<file path="config.mk">
export PLATFORM = sky130hd
export DESIGN_NAME = stream_rr_arbiter
export DESIGN_NICKNAME = d
export VERILOG_FILES = /design/src/rtl/stream_rr_arbiter_pkg.sv /design/src/rtl/stream_rr_arbiter_rr_pick.sv /design/src/rtl/stream_rr_arbiter.sv
export SDC_FILE = /design/constraint.sdc
export NUM_CORES = 1
export LEC_CHECK = 0
export BUFFER_PORTS_ARGS = -buffer_cell sky130_fd_sc_hd__buf_2
export CORE_ASPECT_RATIO = 1.4
export CORE_UTILIZATION = 30
export DETAILED_ROUTE_END_ITERATION = 6
export REMOVE_ABC_BUFFERS = 1
export SETUP_SLACK_MARGIN = 0.4
export SLEW_MARGIN = 10
export SYNTH_ARGS = -nofsm -noshare
export SYNTH_HDL_FRONTEND = slang
export SYNTH_HIERARCHICAL = 1
export SYNTH_SLANG_ARGS = --single-unit
</file>
<file path="constraint.sdc">
create_clock -name clk -period 5.05 [get_ports clk]
set_input_delay 0.2525 -clock clk [delete_from_list [all_inputs] [get_ports clk]]
set_output_delay 0.2525 -clock clk [all_outputs]
set_load 0.03 [all_outputs]
</file>
<file path="src/rtl/stream_rr_arbiter_pkg.sv">
// Shared types and constants for the round-robin stream arbiter.
// Provides the output-register FSM states, default sizing and the requester-index width helper.
package stream_arb_pkg;

    typedef enum logic {
        EMPTY = 1'b0,
        FULL  = 1'b1
    } arb_state_t;

    localparam int NUM_REQ_DEF = 4;
    localparam int DATA_W_DEF  = 8;

    function automatic int idx_w(input int n);
        return (n < 2) ? 1 : $clog2(n);
    endfunction

endpackage

</file>
<file path="src/rtl/stream_rr_arbiter_rr_pick.sv">
// Combinational round-robin picker: searches last+1, last+2, ... modulo NUM_REQ
// and returns the first valid requester plus a flag saying whether any was found.
module rr_pick
    import stream_arb_pkg::*;
#(
    parameter int  NUM_REQ = NUM_REQ_DEF,
    localparam int IW      = idx_w(NUM_REQ)
) (
    input  logic [NUM_REQ-1:0] req,
    input  logic [IW-1:0]      last,
    output logic [IW-1:0]      sel,
    output logic               any
);

    // Walk the offsets from farthest to nearest so the nearest valid one wins.
    always_comb begin
        sel = last;
        any = 1'b0;
        for (int k = NUM_REQ; k >= 1; k--) begin
            if (req[(int'(last) + k) % NUM_REQ]) begin
                sel = IW'((int'(last) + k) % NUM_REQ);
                any = 1'b1;
            end
        end
    end

endmodule

</file>
<file path="src/rtl/stream_rr_arbiter.sv">
// Round-robin arbiter merging NUM_REQ valid/ready streams into one registered output stream.
// Optional burst locking (req_last/out_last) is enabled by defining STREAM_RR_ARBITER_BURST_LOCK_EN.
module stream_rr_arbiter
    import stream_arb_pkg::*;
#(
    parameter int  NUM_REQ = NUM_REQ_DEF,
    parameter int  DATA_W  = DATA_W_DEF,
    localparam int IW      = idx_w(NUM_REQ)
) (
    input  logic                      clk,
    input  logic                      rst,
    input  logic [NUM_REQ-1:0]        req_valid,
    input  logic [NUM_REQ*DATA_W-1:0] req_data,
`ifdef STREAM_RR_ARBITER_BURST_LOCK_EN
    input  logic [NUM_REQ-1:0]        req_last,
    output logic                      out_last,
`endif
    output logic [NUM_REQ-1:0]        req_ready,
    output logic                      out_valid,
    output logic [DATA_W-1:0]         out_data,
    input  logic                      out_ready,
    output logic [IW-1:0]             grant_id,
    output logic                      busy
);

    arb_state_t        state_q, state_d;
    logic [DATA_W-1:0] data_q, data_d;
    logic [IW-1:0]     grant_q, grant_d;
    logic [IW-1:0]     last_q, last_d;

    logic [DATA_W-1:0] req_data_arr [NUM_REQ];
    logic [IW-1:0]     pick_sel;
    logic              pick_any;
    logic [IW-1:0]     sel;
    logic              sel_valid;
    logic              can_load;
    logic              handshake;

    rr_pick #(
        .NUM_REQ (NUM_REQ)
    ) u_pick (
        .req  (req_valid),
        .last (last_q),
        .sel  (pick_sel),
        .any  (pick_any)
    );

    genvar gi;
    generate
        for (gi = 0; gi < NUM_REQ; gi++) begin : g_req
            assign req_data_arr[gi] = req_data[gi*DATA_W +: DATA_W];
            assign req_ready[gi]    = handshake & (sel == IW'(gi));
        end
    endgenerate

`ifdef STREAM_RR_ARBITER_BURST_LOCK_EN
    logic lock_q, lock_d;
    logic out_last_q, out_last_d;

    // The lock owner is always the last granted requester, so last_q doubles as the lock id.
    assign sel       = lock_q ? last_q : pick_sel;
    assign sel_valid = lock_q ? req_valid[last_q] : pick_any;
    assign busy      = out_valid | lock_q;
    assign out_last  = out_last_q;
`else
    assign sel       = pick_sel;
    assign sel_valid = pick_any;
    assign busy      = out_valid;
`endif

    assign out_valid = (state_q == FULL);
    assign out_data  = data_q;
    assign grant_id  = grant_q;
    assign can_load  = !out_valid | out_ready;
    assign handshake = rst & can_load & sel_valid;

    always_comb begin
        state_d = state_q;
        data_d  = data_q;
        grant_d = grant_q;
        last_d  = last_q;
`ifdef STREAM_RR_ARBITER_BURST_LOCK_EN
        lock_d     = lock_q;
        out_last_d = out_last_q;
`endif
        if (handshake) begin
            state_d = FULL;
            data_d  = req_data_arr[sel];
            grant_d = sel;
            last_d  = sel;
`ifdef STREAM_RR_ARBITER_BURST_LOCK_EN
            lock_d     = !req_last[sel];
            out_last_d = req_last[sel];
`endif
        end else if (out_valid && out_ready) begin
            state_d = EMPTY;
        end
    end

    always_ff @(posedge clk) begin
        if (!rst) begin
            state_q <= EMPTY;
            data_q  <= '0;
            grant_q <= '0;
            last_q  <= IW'(NUM_REQ - 1);
        end else begin
            state_q <= state_d;
            data_q  <= data_d;
            grant_q <= grant_d;
            last_q  <= last_d;
        end
    end

`ifdef STREAM_RR_ARBITER_BURST_LOCK_EN
    always_ff @(posedge clk) begin
        if (!rst) begin
            lock_q     <= 1'b0;
            out_last_q <= 1'b0;
        end else begin
            lock_q     <= lock_d;
            out_last_q <= out_last_d;
        end
    end
`endif

endmodule

</file>
Word level (Yosys, flattened, before mapping)
Cells that the tools add are included.

word-level totals
  bits of input ports = 39
  register bits = 13
  output and inout bits = 16
  word-level logic and storage cells = 61

cells by class
  eq/ne operators = 3
  add/subtract/negate cells = 4
  reductions and logical operators = 8
  multiplexer cells = 25
  bitwise gates (word level) = 12
  order comparisons = 5

operators with widths
  kind                                                                  count
  8-bit binary-select mux with 2-bit select                             1
  3-bit by 4-bit < comparator with 1-bit output, second input constant  4
  8-bit 2-to-1 mux                                                      2
  1-bit 2-to-1 mux                                                      14
  1-bit binary-select mux with 2-bit select                             4
  2-bit 2-to-1 mux                                                      4
  2-bit OR reduction                                                    4
  1-bit bitwise AND                                                     6
  2-bit by 1-bit adder with 2-bit output, second input constant         2
  2-bit adder, second input constant                                    2
  1-bit bitwise AND, first input constant                               4
  2-bit == test, second input constant                                  2
  3-bit >= comparator, second input constant                            1
  2-bit NOT with 3-bit output                                           1
  2-bit by 1-bit == test with 1-bit output, second input constant       1
  2-bit logical NOT                                                     1
  2-bit nonzero test                                                    1
  1-bit logical AND                                                     1
  1-bit logical NOT                                                     1
  1-bit bitwise OR                                                      1

Logic depth before layout (Yosys ltp)
Gate-level depths: netlist of the first run.

  depth after elaboration = 14
  depth in mapped cells = 7
  depth with buffers taken out = 6

Hierarchy
Netlist of the first run, hierarchy kept.

modules (own cells, without submodules)
  module             cells each  instances  sequential area each (um2)  area an instance (um2)
  stream_rr_arbiter  72          1          260.2                       714.4
  rr_pick            14          1          0.0                         82.6

Worst setup path after synthesis of the first run
Ideal clock, no wire load.

  kind = reg-to-output
  start = reg last_q[1]
  end = out req_ready[2]
  path slack = 2.599 ns
  stages on the path, launching flop included = 6
  buffers on the path = 1
  arrival = 2.198 ns
  required time = 4.798 ns
  cell sequence = dfxtp_1 -> mux2i_1 -> nor2_1 -> a221o_1 -> buf_6 -> nor4b_1

on the way
  word-level cells in the longest chain between the ends = 10
  elaborated cells between the ends (all ways) = 27
  those cells by class = add/sub: 4; eq/ne: 1; mux: 20; bitwise: 2

RTL lines
  item                                                  RTL line                         RTL
  start: declaration                                    stream_rr_arbiter.sv:29          logic [IW-1:0] last_q, last_d;
  start signal: assignment                              stream_rr_arbiter.sv:105         last_q <= IW'(NUM_REQ - 1);
  start signal: assignment                              stream_rr_arbiter.sv:110         last_q <= last_d;
  2-bit by 1-bit adder with 2-bit output                stream_rr_arbiter_rr_pick.sv:20  if (req[(int'(last) + k) % NUM_REQ]) begin
  1-bit binary-select mux with 2-bit select             stream_rr_arbiter_rr_pick.sv:20
  1-bit 2-to-1 mux (implied by the code) (2 in series)  stream_rr_arbiter_rr_pick.sv:20
  2-bit 2-to-1 mux (3 in series)                        stream_rr_arbiter_rr_pick.sv:20
  2-bit 2-to-1 mux *                                    stream_rr_arbiter_rr_pick.sv:20
  net pick_sel[0]                                       stream_rr_arbiter.sv:32          logic [IW-1:0] pick_sel;
  2-bit == test *                                       stream_rr_arbiter.sv:52          assign req_ready[gi] = handshake & (sel == IW'(gi));
  1-bit bitwise AND *                                   stream_rr_arbiter.sv:52
  end: declaration                                      stream_rr_arbiter.sv:18          output logic [NUM_REQ-1:0] req_ready,

Mark *: on every way through the listed nets, which the timed path passes. The rest lies on a longest branch. The select of a mux whose other input is x is not followed.

Final worst setup path of the first run
  start = reg last_q[1]
  end = out req_ready[2]

on the way
  word-level cells in the longest chain between the ends = 10
  elaborated cells between the ends (all ways) = 27
  those cells by class = add/sub: 4; eq/ne: 1; mux: 20; bitwise: 2

RTL lines
  item                                                  RTL line
  2-bit by 1-bit adder with 2-bit output                stream_rr_arbiter_rr_pick.sv:20, stream_rr_arbiter_rr_pick.sv:21
  1-bit binary-select mux with 2-bit select             stream_rr_arbiter_rr_pick.sv:20
  1-bit 2-to-1 mux (implied by the code) (2 in series)  stream_rr_arbiter_rr_pick.sv:20
  2-bit 2-to-1 mux (3 in series)                        stream_rr_arbiter_rr_pick.sv:20
  2-bit 2-to-1 mux *                                    stream_rr_arbiter_rr_pick.sv:20
  net pick_sel[1]                                       stream_rr_arbiter.sv:32
  2-bit == test *                                       stream_rr_arbiter.sv:52
  1-bit bitwise AND *                                   stream_rr_arbiter.sv:52

Marks and branches as above.

==> results of run 1 <==
[worst max-delay path: stages (launching register included)]
cell	delay, ps
dfxtp_1	380
a21oi_1	160
a31oi_1	70
a21oi_1	780
nor4b_1	290
buf_2	240
[cells in the mapped netlist, types with 2 or more instances]
| cell | n |
|---|---|
| clkbuf_1 | 2 |
| dfxtp_1 | 13 |
| nand3_1 | 12 |
| nor2b_1 | 2 |
| mux4_2 | 6 |
| nand2b_1 | 2 |
| o21ai_0 | 4 |
| nand2_1 | 9 |
| a21boi_1 | 2 |
| nor2_1 | 2 |
| mux4_1 | 2 |
| a21oi_1 | 2 |
| buf_2 | 2 |
| o21ai_1 | 8 |
| inv_1 | 3 |
[cells by family (layout without fill, tap and decap cells)]
logic type / after synthesis / in the layout / synth area share
flops: 13 / 13 / 0.327
compound gates: 20 / 20 / 0.144
simple gates: 34 / 34 / 0.217
buf+inv: 10 / 61 / 0.0644
mux: 9 / 9 / 0.248
[metal layers]
metal	vias up	track usage
li1	421	-
met1	382	0.184
met2	47	0.264
met3	2	0.0231
met4	0	0.0947
met5	-	0
[layout make-up]
cell class / instances / area (um^2)
inverters: 3 / 11.3
multi-input cells: 63 / 485
well taps: 34 / 42.5
flip-flops and latches: 13 / 260
repair buffers: 54 / 270
clock buffers: 4 / 26.3
fillers: 266 / 1350
[power groups by stage]
stage | clock, uW | combinational [uW] | sequential [uW]
CTS | 65.0 | 123 | 125
global route | 70.4 | 135 | 126
global placement | 0 | 122 | 126
floorplan | 0 | 59.3 | 150
detailed placement | 0 | 123 | 127
finish | 61.4 | 123 | 124
[placed cells by master (no fill, tap or decap)]
cell,Yosys,layout
nand3_1,12,12
nand2_1,9,9
mux4_2,6,6
clkbuf_4,0,3
nor3_1,1,1
and3_1,1,1
o21a_1,1,1
o22ai_1,1,1
buf_2,2,54
inv_1,3,3
or4_1,1,1
a31oi_1,1,1
nor4b_1,1,1
nor4_1,1,1
a21oi_1,2,2
and2_1,1,1
o21ai_0,4,4
dfxtp_1,13,13
nor2_1,2,2
a21boi_1,2,2
clkbuf_1,2,1
o21ai_1,8,8
nand2b_1,2,2
nor2b_1,2,2
mux4_1,2,2
mux2i_1,1,1
nor2_2,1,1
a221o_1,1,1
[metrics by stage]
step	hold WS, ps	cell area, um^2	total power, uW	worst slack (ps)	utilization
detailed placement	444	1070	250	2900	0.438
CTS	286	1100	313	2600	0.449
floorplan	324	757	209	2560	-
finish	290	1100	308	2610	0.449
global placement	434	1070	248	2900	0.438
global route	296	1100	331	2320	0.449
[path summary, 6_finish.rpt]
path              slack, ps            to
hold reg to reg         450   out_data[2]
hold / removal          290     last_q[0]
setup reg to reg       2940   out_data[0]
setup / recovery       2610  req_ready[2]
[registers in the layout (all words and copies together), names as in the netlist]
signal    flops
last_q        2
grant_id      2
busy          1
out_data      8
==> flow_metrics.py, run 1 <==
metrics = {
    "outcome": {
        "status": "finished clean",
    },
    "sta": {
        "tightest_slew_ps": 999,
        "fin_tns_setup_ps": 0,
        "rsz0062_at_grt": "false",
        "skew_ps": 1.97,
        "max_freq_mhz": 410,
        "min_period_ps": 2440,
        "fin_crit_sh": 0.483,
        "finalHoldViolCount": 0,
        "setup_viol": 0,
        "relSlewSlack": 0.334,
        "final_max_slew_viol_count": 0,
    },
    "clocking": {
        "path_clk_slew_ps": 70,
        "cts_buffer_depth": 2,
        "cts_tree": "done",
        "post_cts_buffers": 0,
        "htree_levels": 1,
        "cts_resized": 0,
        "cts_root_buf": "clkbuf_4",
        "clk_latency_ps": 270,
        "cts_hold_buf": 0,
        "cts.sinks": 13,
        "cts_buffers": 3,
    },
    "cells_and_area": {
        "layout.cells.non_filler": 171,
        "antennaDiodeCount": 0,
        "areaGrowthSynthToFinish_pct": 37.5,
        "fin_nets": 177,
        "drive_gt1_frac": 0.467,
    },
    "power_and_ir_drop": {
        "p_seq_frac": 0.403,
        "vdd_ir_drop_max_mv": 0.110,
        "swShare": 0.354,
        "power.switching_uw": 109,
        "internal_power_uw": 199,
        "p_leak_uw": 0.000527,
        "pwr-share-comb": 0.398,
        "powerDensity_nw_per_um2": 281,
        "clkPwrFrac": 0.199,
    },
    "synth": {
        "netlist_instances": 86,
        "synth_area_per_cell_um2": 9.27,
        "synthArstFlopShare": 0,
        "synth_edf_count": 0,
        "synth_top_cell_area_share": 0.327,
        "yosysSeqAreaShare": 0.327,
        "ys_types": 30,
        "synth_area_leaders": "dfxtp_1 (33%), mux4_2 (17%), nand3_1 (7.5%)",
        "ys.warnings.count": 6,
        "synth_ff_type": "dfxtp_1",
        "synth-seq-cells": 13,
        "yosys.area.top_type": "dfxtp_1",
        "synth_area_um2": 797,
    },
    "worst_setup_path": {
        "end_kind": "output pin",
        "crit_start": "last_q[1]",
        "arrival_ps": 2190,
        "reg2reg_from": "last_q[1]",
        "critical_path_required_ps": 4800,
        "critPathKind": "flop to output pin",
        "critPathLaunchType": "flop",
        "crit_path_max_fanout": 13,
        "rr_worst_depth": 5,
    },
    "placed_design": {
        "place.gp.congestion": 0.735,
        "dp_hpwl_um": 1640,
        "dp.cells": 167,
        "portBuffers": 54,
    },
    "global_routing": {
        "grt_pass1_wl_um": 3440,
        "grt_usage": 0.160,
        "grt_max_degree": 16,
        "antenna_found_initial": 0,
        "grt_pass1_vias": 854,
        "global_route.overflow_total": 0,
    },
    "worst_hold_path": {
        "min_from": "rst",
        "worstHoldPathCells": 2,
        "hp-class": "input port to flop",
    },
    "detailed_routing": {
        "top_layer": "met4",
        "ant_nets": 0,
        "dr.first_iter.drc_count": 12,
        "wl_met2_um": 982,
        "wl_met1_um": 852,
        "drt-total-wl_um": 2000,
        "drc": 0,
        "drt_first_pass_iters": 4,
        "wl_per_cell_um": 11.7,
        "vias": 852,
        "wl_met3_um": 140,
        "post_drt_via_cell_ratio": 4.98,
    },
    "floorplan": {
        "initial_utilization": 0.326,
        "die_h_um": 63.0,
        "rows": 21,
        "fp.dieW_um": 45.6,
        "core_region_area_um2": 2440,
        "fp.dieArea_um2": 2870,
        "boundaryPins": 55,
    },
    "run": {
        "cap_violations": 0,
    },
}
No activity file was read; power rests on OpenSTA's default activity.
==> run 2: changes to the inputs <==
--- a/config.mk
+++ b/config.mk
@@ -5,6 +5,7 @@
 export SDC_FILE = /design/constraint.sdc
 export NUM_CORES = 1
 export LEC_CHECK = 0
+export ABC_AREA = 1
 export BUFFER_PORTS_ARGS = -buffer_cell sky130_fd_sc_hd__buf_2
 export CORE_ASPECT_RATIO = 1.4
 export CORE_UTILIZATION = 30
==> constraint.sdc (replaced) <==
create_clock -name clk -period 2.2 [get_ports clk]
set_input_delay 0.11 -clock clk [delete_from_list [all_inputs] [get_ports clk]]
set_output_delay 0.11 -clock clk [all_outputs]
set_load 0.03 [all_outputs]
==> flow_metrics.py, run 2 <==
metrics = {
    "sta": {
        "tightest_slew_ps": 306,
        "relSlewSlack": 0.796,
        "min_period_ps": 1900,
        "skew_ps": 1.89,
        "fin_crit_sh": 0.863,
        "finalHoldViolCount": 0,
        "rsz0062_at_grt": "true",
        "final_max_slew_viol_count": 0,
        "setup_viol": 0,
        "max_freq_mhz": 527,
    },
    "floorplan": {
        "rows": 25,
        "fp.dieW_um": 53.2,
        "fp.dieArea_um2": 3920,
        "die_h_um": 73.6,
        "core_region_area_um2": 3440,
        "initial_utilization": 0.320,
        "boundaryPins": 55,
    },
    "worst_setup_path": {
        "reg2reg_from": "last_q[0]",
        "critPathLaunchType": "flop",
        "crit_chain": "buf_12 > clkinv_8 > nand2_4 > nand2_2 > nand2_2 > nand2_2 > a21oi_1 > nand2_1 > nand2_2 > a21oi_4 > nand2_4 > nor2_4 > buf_6",
        "rrSetupSlack_ps": 400,
        "crit_family": "simple AND/OR/NAND/NOR gates",
        "path_common_cell": "nand2_2",
        "critPathBufInv": 3,
        "crit_path_max_fanout": 6,
        "arrival_ps": 1790,
        "worst_r2r_endpoint": "out_data[5]",
        "crit_slowest_cell": "dfxtp_4",
        "critPathKind": "flop to output pin",
        "rr_worst_depth": 17,
        "critical_path_required_ps": 2090,
        "max_stage_delay_ps": 350,
        "end_kind": "output pin",
    },
    "cells_and_area": {
        "fin_nets": 303,
        "largest_reg_flops": 8,
        "final_cell_mix": "nand2_1 (80), buf_2 (50), nor2_1 (29)",
        "finalInstanceArea_um2": 1710,
        "final_common_cell": "nand2_1",
        "drive_gt1_frac": 0.449,
        "antennaDiodeCount": 0,
        "areaGrowthSynthToFinish_pct": 55.3,
        "layout.cells.non_filler": 303,
    },
    "outcome": {
        "status": "finished clean",
    },
    "power_and_ir_drop": {
        "internal_power_uw": 822,
        "clkPwrFrac": 0.133,
        "p_leak_uw": 0.000996,
        "powerDensity_nw_per_um2": 942,
        "power.switching_uw": 788,
        "vdd_ir_drop_max_mv": 0.452,
        "swShare": 0.489,
        "pwr-share-comb": 0.656,
        "p_seq_frac": 0.211,
    },
    "synth": {
        "synthArstFlopShare": 0,
        "synth_ff_type": "dfxtp_1",
        "netlist_instances": 199,
        "ys_types": 20,
        "yosysMostFrequentCell": "nand2_1",
        "synth_area_um2": 1100,
        "yosysSeqAreaShare": 0.237,
        "synth_area_per_cell_um2": 5.53,
        "ys.warnings.count": 6,
        "synth-seq-cells": 13,
        "yosys.area.top_type": "nand2_1",
        "synth_area_leaders": "nand2_1 (30%), dfxtp_1 (24%), nor2_1 (11%)",
        "synth_edf_count": 0,
        "netlist_top_cells_count": "nand2_1 (88), nor2_1 (33), inv_1 (17)",
        "synth_top_cell_area_share": 0.300,
    },
    "clocking": {
        "cts_tree": "done",
        "cts_buffer_depth": 2,
        "cts_hold_buf": 0,
        "clk_latency_ps": 240,
        "cts_root_buf": "clkbuf_8",
        "path_clk_slew_ps": 60,
        "cts_buffers": 3,
        "htree_levels": 1,
        "cts.sinks": 13,
    },
    "global_routing": {
        "global_route.overflow_total": 0,
        "grt_max_degree": 13,
        "grt_pass1_vias": 1288,
        "grt_pass1_wl_um": 5420,
        "antenna_found_initial": 0,
        "grt_usage": 0.184,
    },
    "detailed_routing": {
        "post_drt_via_cell_ratio": 4.40,
        "wl_per_cell_um": 11.3,
        "ant_nets": 0,
        "drt_first_pass_iters": 4,
        "drc": 0,
        "dr.first_iter.drc_count": 27,
        "vias": 1334,
        "drt-total-wl_um": 3430,
    },
    "worst_hold_path": {
        "worstHoldPathCells": 5,
        "min_from": "req_data[7]",
        "hp-class": "input port to flop",
        "min_to": "out_data[7]",
    },
    "placed_design": {
        "place.gp.congestion": 0.822,
        "placed_area_um2": 1390,
        "dp.cells": 291,
        "dp_hpwl_um": 2420,
        "portBuffers": 54,
    },
    "run": {
        "cap_violations": 0,
    },
}
-- run 2: cell families (layout without fill, tap and decap cells) --
kind of cell	Yosys count	count (layout)	synth area share
compound gates	10	10	0.0626
buf+inv	29	93	0.148
flops	13	13	0.237
simple gates	147	147	0.553
-- run 2: repair_timing --
action / in CTS / in global routing
setup endpoints to repair: 16 / 16
hold endpoints to repair: 0 / 0
pin swaps: 2 / 7
gates resized for setup: 26 / 32
buffers inserted: 6 / 2
-- run 2: layer usage --
metal | vias to the layer above | share of wire | track usage
met4 | 0 | 0.017 | 0.0643
li1 | 723 | - | -
met3 | 6 | 0.040 | 0.0290
met5 | - | 0 | 0
met1 | 568 | 0.41 | 0.201
met2 | 37 | 0.53 | 0.346
-- run 2: worst min-delay path: stages --
cell,delay [ps]
buf_2,70
nand2_1,40
nand2_1,50
nor2_1,40
nor2_1,80
-- run 2: through the flow --
stage	hold slack [ps]	utilization	worst slack, ps	setup TNS (ps)	total power, uW
finish	178	0.496	302	0	1610
global route	201	0.496	204	0	1740
CTS	178	0.458	328	0	1500
detailed placement	429	0.404	191	0	1170
global placement	427	0.404	197	0	1170
floorplan	195	-	-16.3	-18.4	908
-- run 2: worst max path at each step --
stage / startpoint / to / slack (ps) / cells after the start
after floorplan: last_q[0] / req_ready[1] / -20 / 12
after global placement: last_q[0] / req_ready[3] / 200 / 10
after detailed placement: last_q[0] / req_ready[3] / 190 / 10
after CTS: last_q[0] / req_ready[0] / 330 / 12
after global routing: last_q[0] / req_ready[0] / 200 / 13
final: last_q[0] / req_ready[2] / 300 / 13
-- run 2: cell type report --
class                   count  area, um^2
clock buffers               4        45.0
fillers                   376        1730
inverters                  21        98.8
multi-input cells         157         820
flip-flops and latches     13         265
well taps                  40        50.0
repair buffers             68         429
-- run 2: power groups by stage --
stage / registers (uW) / clock network [uW] / logic (uW)
3_3_place_gp: 349 / 0 / 820
2_1_floorplan: 463 / 0 / 445
6_report: 339 / 215 / 1060
3_5_place_dp: 349 / 0 / 823
4_1_cts: 339 / 223 / 944
5_1_grt: 349 / 232 / 1160
==> run 3: changes to the inputs <==
--- a/config.mk
+++ b/config.mk
@@ -6,10 +6,12 @@
 export NUM_CORES = 1
 export LEC_CHECK = 0
 export ABC_AREA = 1
-export BUFFER_PORTS_ARGS = -buffer_cell sky130_fd_sc_hd__buf_2
 export CORE_ASPECT_RATIO = 1.4
 export CORE_UTILIZATION = 30
+export CTS_BUF_LIST = sky130_fd_sc_hd__clkbuf_4 sky130_fd_sc_hd__clkbuf_8
 export DETAILED_ROUTE_END_ITERATION = 6
+export DONT_BUFFER_PORTS = 1
+export PLACE_DENSITY = 0.47
 export REMOVE_ABC_BUFFERS = 1
 export SETUP_SLACK_MARGIN = 0.4
 export SLEW_MARGIN = 10
==> flow_metrics.py, run 3 (same netlist as run 2, synthesis figures left out) <==
metrics = {
    "clocking": {
        "htree_levels": 1,
        "cts_buffer_depth": 2,
        "clk_latency_ps": 240,
        "cts_buffers": 3,
        "cts_root_buf": "clkbuf_8",
        "cts.sinks": 13,
        "cts_tree": "done",
        "path_clk_slew_ps": 60,
    },
    "worst_setup_path": {
        "reg2reg_from": "last_q[0]",
        "critical_path_required_ps": 2090,
        "critPathKind": "flop to output pin",
        "arrival_ps": 1820,
        "critPathLaunchType": "flop",
        "end_kind": "output pin",
        "crit_path_max_fanout": 6,
        "worst_r2r_endpoint": "out_data[1]",
        "rr_worst_depth": 15,
        "rrSetupSlack_ps": 300,
    },
    "sta": {
        "skew_ps": 1.70,
        "max_freq_mhz": 519,
        "fin_ws_ps": 274,
        "rsz0062_at_grt": "true",
        "relSlewSlack": 0.765,
        "fin_crit_sh": 0.875,
        "final_max_slew_viol_count": 0,
        "tightest_slew_ps": 352,
        "finalHoldViolCount": 0,
        "setup_viol": 0,
        "min_period_ps": 1930,
    },
    "run": {
        "cap_violations": 0,
    },
    "global_routing": {
        "grt_pass1_wl_um": 5050,
        "global_route.overflow_total": 0,
        "grt_usage": 0.174,
        "grt_max_degree": 16,
        "antenna_found_initial": 0,
        "grt_pass1_vias": 1153,
    },
    "cells_and_area": {
        "fill_cells": 399,
        "final_common_cell": "nand2_1",
        "antennaDiodeCount": 0,
        "final_cell_mix": "nand2_1 (82), nor2_1 (26), nand2_2 (16), buf_4 (16), inv_1 (15)",
        "finalInstanceArea_um2": 1510,
        "drive_gt1_frac": 0.344,
        "layout.cells.non_filler": 261,
        "areaGrowthSynthToFinish_pct": 37.4,
        "largest_reg_flops": 8,
        "fin_nets": 261,
    },
    "floorplan": {
        "fp.dieW_um": 53.2,
        "rows": 25,
        "core_region_area_um2": 3440,
        "initial_utilization": 0.320,
        "die_h_um": 73.6,
        "fp.dieArea_um2": 3920,
        "boundaryPins": 55,
    },
    "detailed_routing": {
        "drc": 0,
        "ant_nets": 0,
        "vias": 1222,
        "drt-total-wl_um": 3360,
        "post_drt_via_cell_ratio": 4.68,
        "wl_per_cell_um": 12.9,
        "drt_first_pass_iters": 4,
        "dr.first_iter.drc_count": 29,
    },
    "worst_hold_path": {
        "min_to": "out_data[2]",
        "hp-class": "input port to flop",
        "min_from": "rst",
        "worstHoldPathCells": 2,
    },
    "placed_design": {
        "place.gp.congestion": 0.753,
        "dp_hpwl_um": 2240,
        "portBuffers": 0,
        "placed_area_um2": 1150,
        "dp.cells": 241,
        "dp_slack_ps": 150,
    },
    "power_and_ir_drop": {
        "powerDensity_nw_per_um2": 1060,
        "vdd_ir_drop_max_mv": 0.564,
        "power_uw": 1600,
        "p_leak_uw": 0.000812,
    },
    "outcome": {
        "status": "finished clean",
    },
}
run 3: how the worst max path moves through the flow:
stage,cells past startpoint,startpoint,endpoint
2_1_floorplan,12,last_q[0],req_ready[1]
3_3_place_gp,13,last_q[0],out_data[4]
3_5_place_dp,13,last_q[0],out_data[4]
4_1_cts,12,last_q[0],req_ready[2]
5_1_grt,16,last_q[0],out_data[0]
6_report,12,last_q[0],req_ready[2]
run 3: final cells by class:
cell class / count / area, um^2 / area share
Timing Repair Buffer: 26 / 235 / 0.156
Inverter: 21 / 98.8 / 0.0654
Tap cell: 40 / 50.0 / 0.0331
Multi-Input combinational cell: 157 / 811 / 0.536
Sequential cell: 13 / 268 / 0.177
Clock buffer: 4 / 48.8 / 0.0323
run 3: report_power, final:
group | switching (uW) | total, uW | leakage, uW | internal, uW
combinational | 529 | 911 | 0.000677 | 382
sequential | 163 | 465 | 0.000109 | 301
clock | 87.8 | 228 | 0.0000262 | 140
run 3: through the flow:
step           TNS (ps)  hold WS, ps   util
3_3_place_gp          0          200  0.334
4_1_cts               0         20.3  0.400
5_1_grt               0         27.9  0.439
6_report              0         20.5  0.439
3_5_place_dp          0          203  0.334
2_1_floorplan     -18.4          195      -
run 3: per-layer routing:
layer	track usage	part of all wire	vias to the layer above	wire [um]
met5	0	0	-	0
met2	0.329	0.54	39	1820
met4	0.0526	0.0071	0	24
met1	0.195	0.40	547	1350
li1	-	-	634	-
met3	0.0207	0.051	2	172
run 3: worst max-delay path, cell delays in order, from the launching register on:
cell and delay, ps:
dfxtp_4 380, buf_6 140, o21ai_4 170, nand2_2 70, nand2_2 70, nand2_2 70
nand2_1 70, nand2_1 60, nand2_2 90, clkinv_4 100, buf_6 130, nor2_4 90
buf_6 130
run 3: repair_timing:
action | 4_1_cts | 5_1_grt
pin swaps | 12 | 25
endpoints found under the hold margin | 2 | 0
endpoints found under the setup margin | 16 | 14
gates resized for setup | 29 | 27
hold buffers | 1 | 0
buffers inserted | 9 | 6
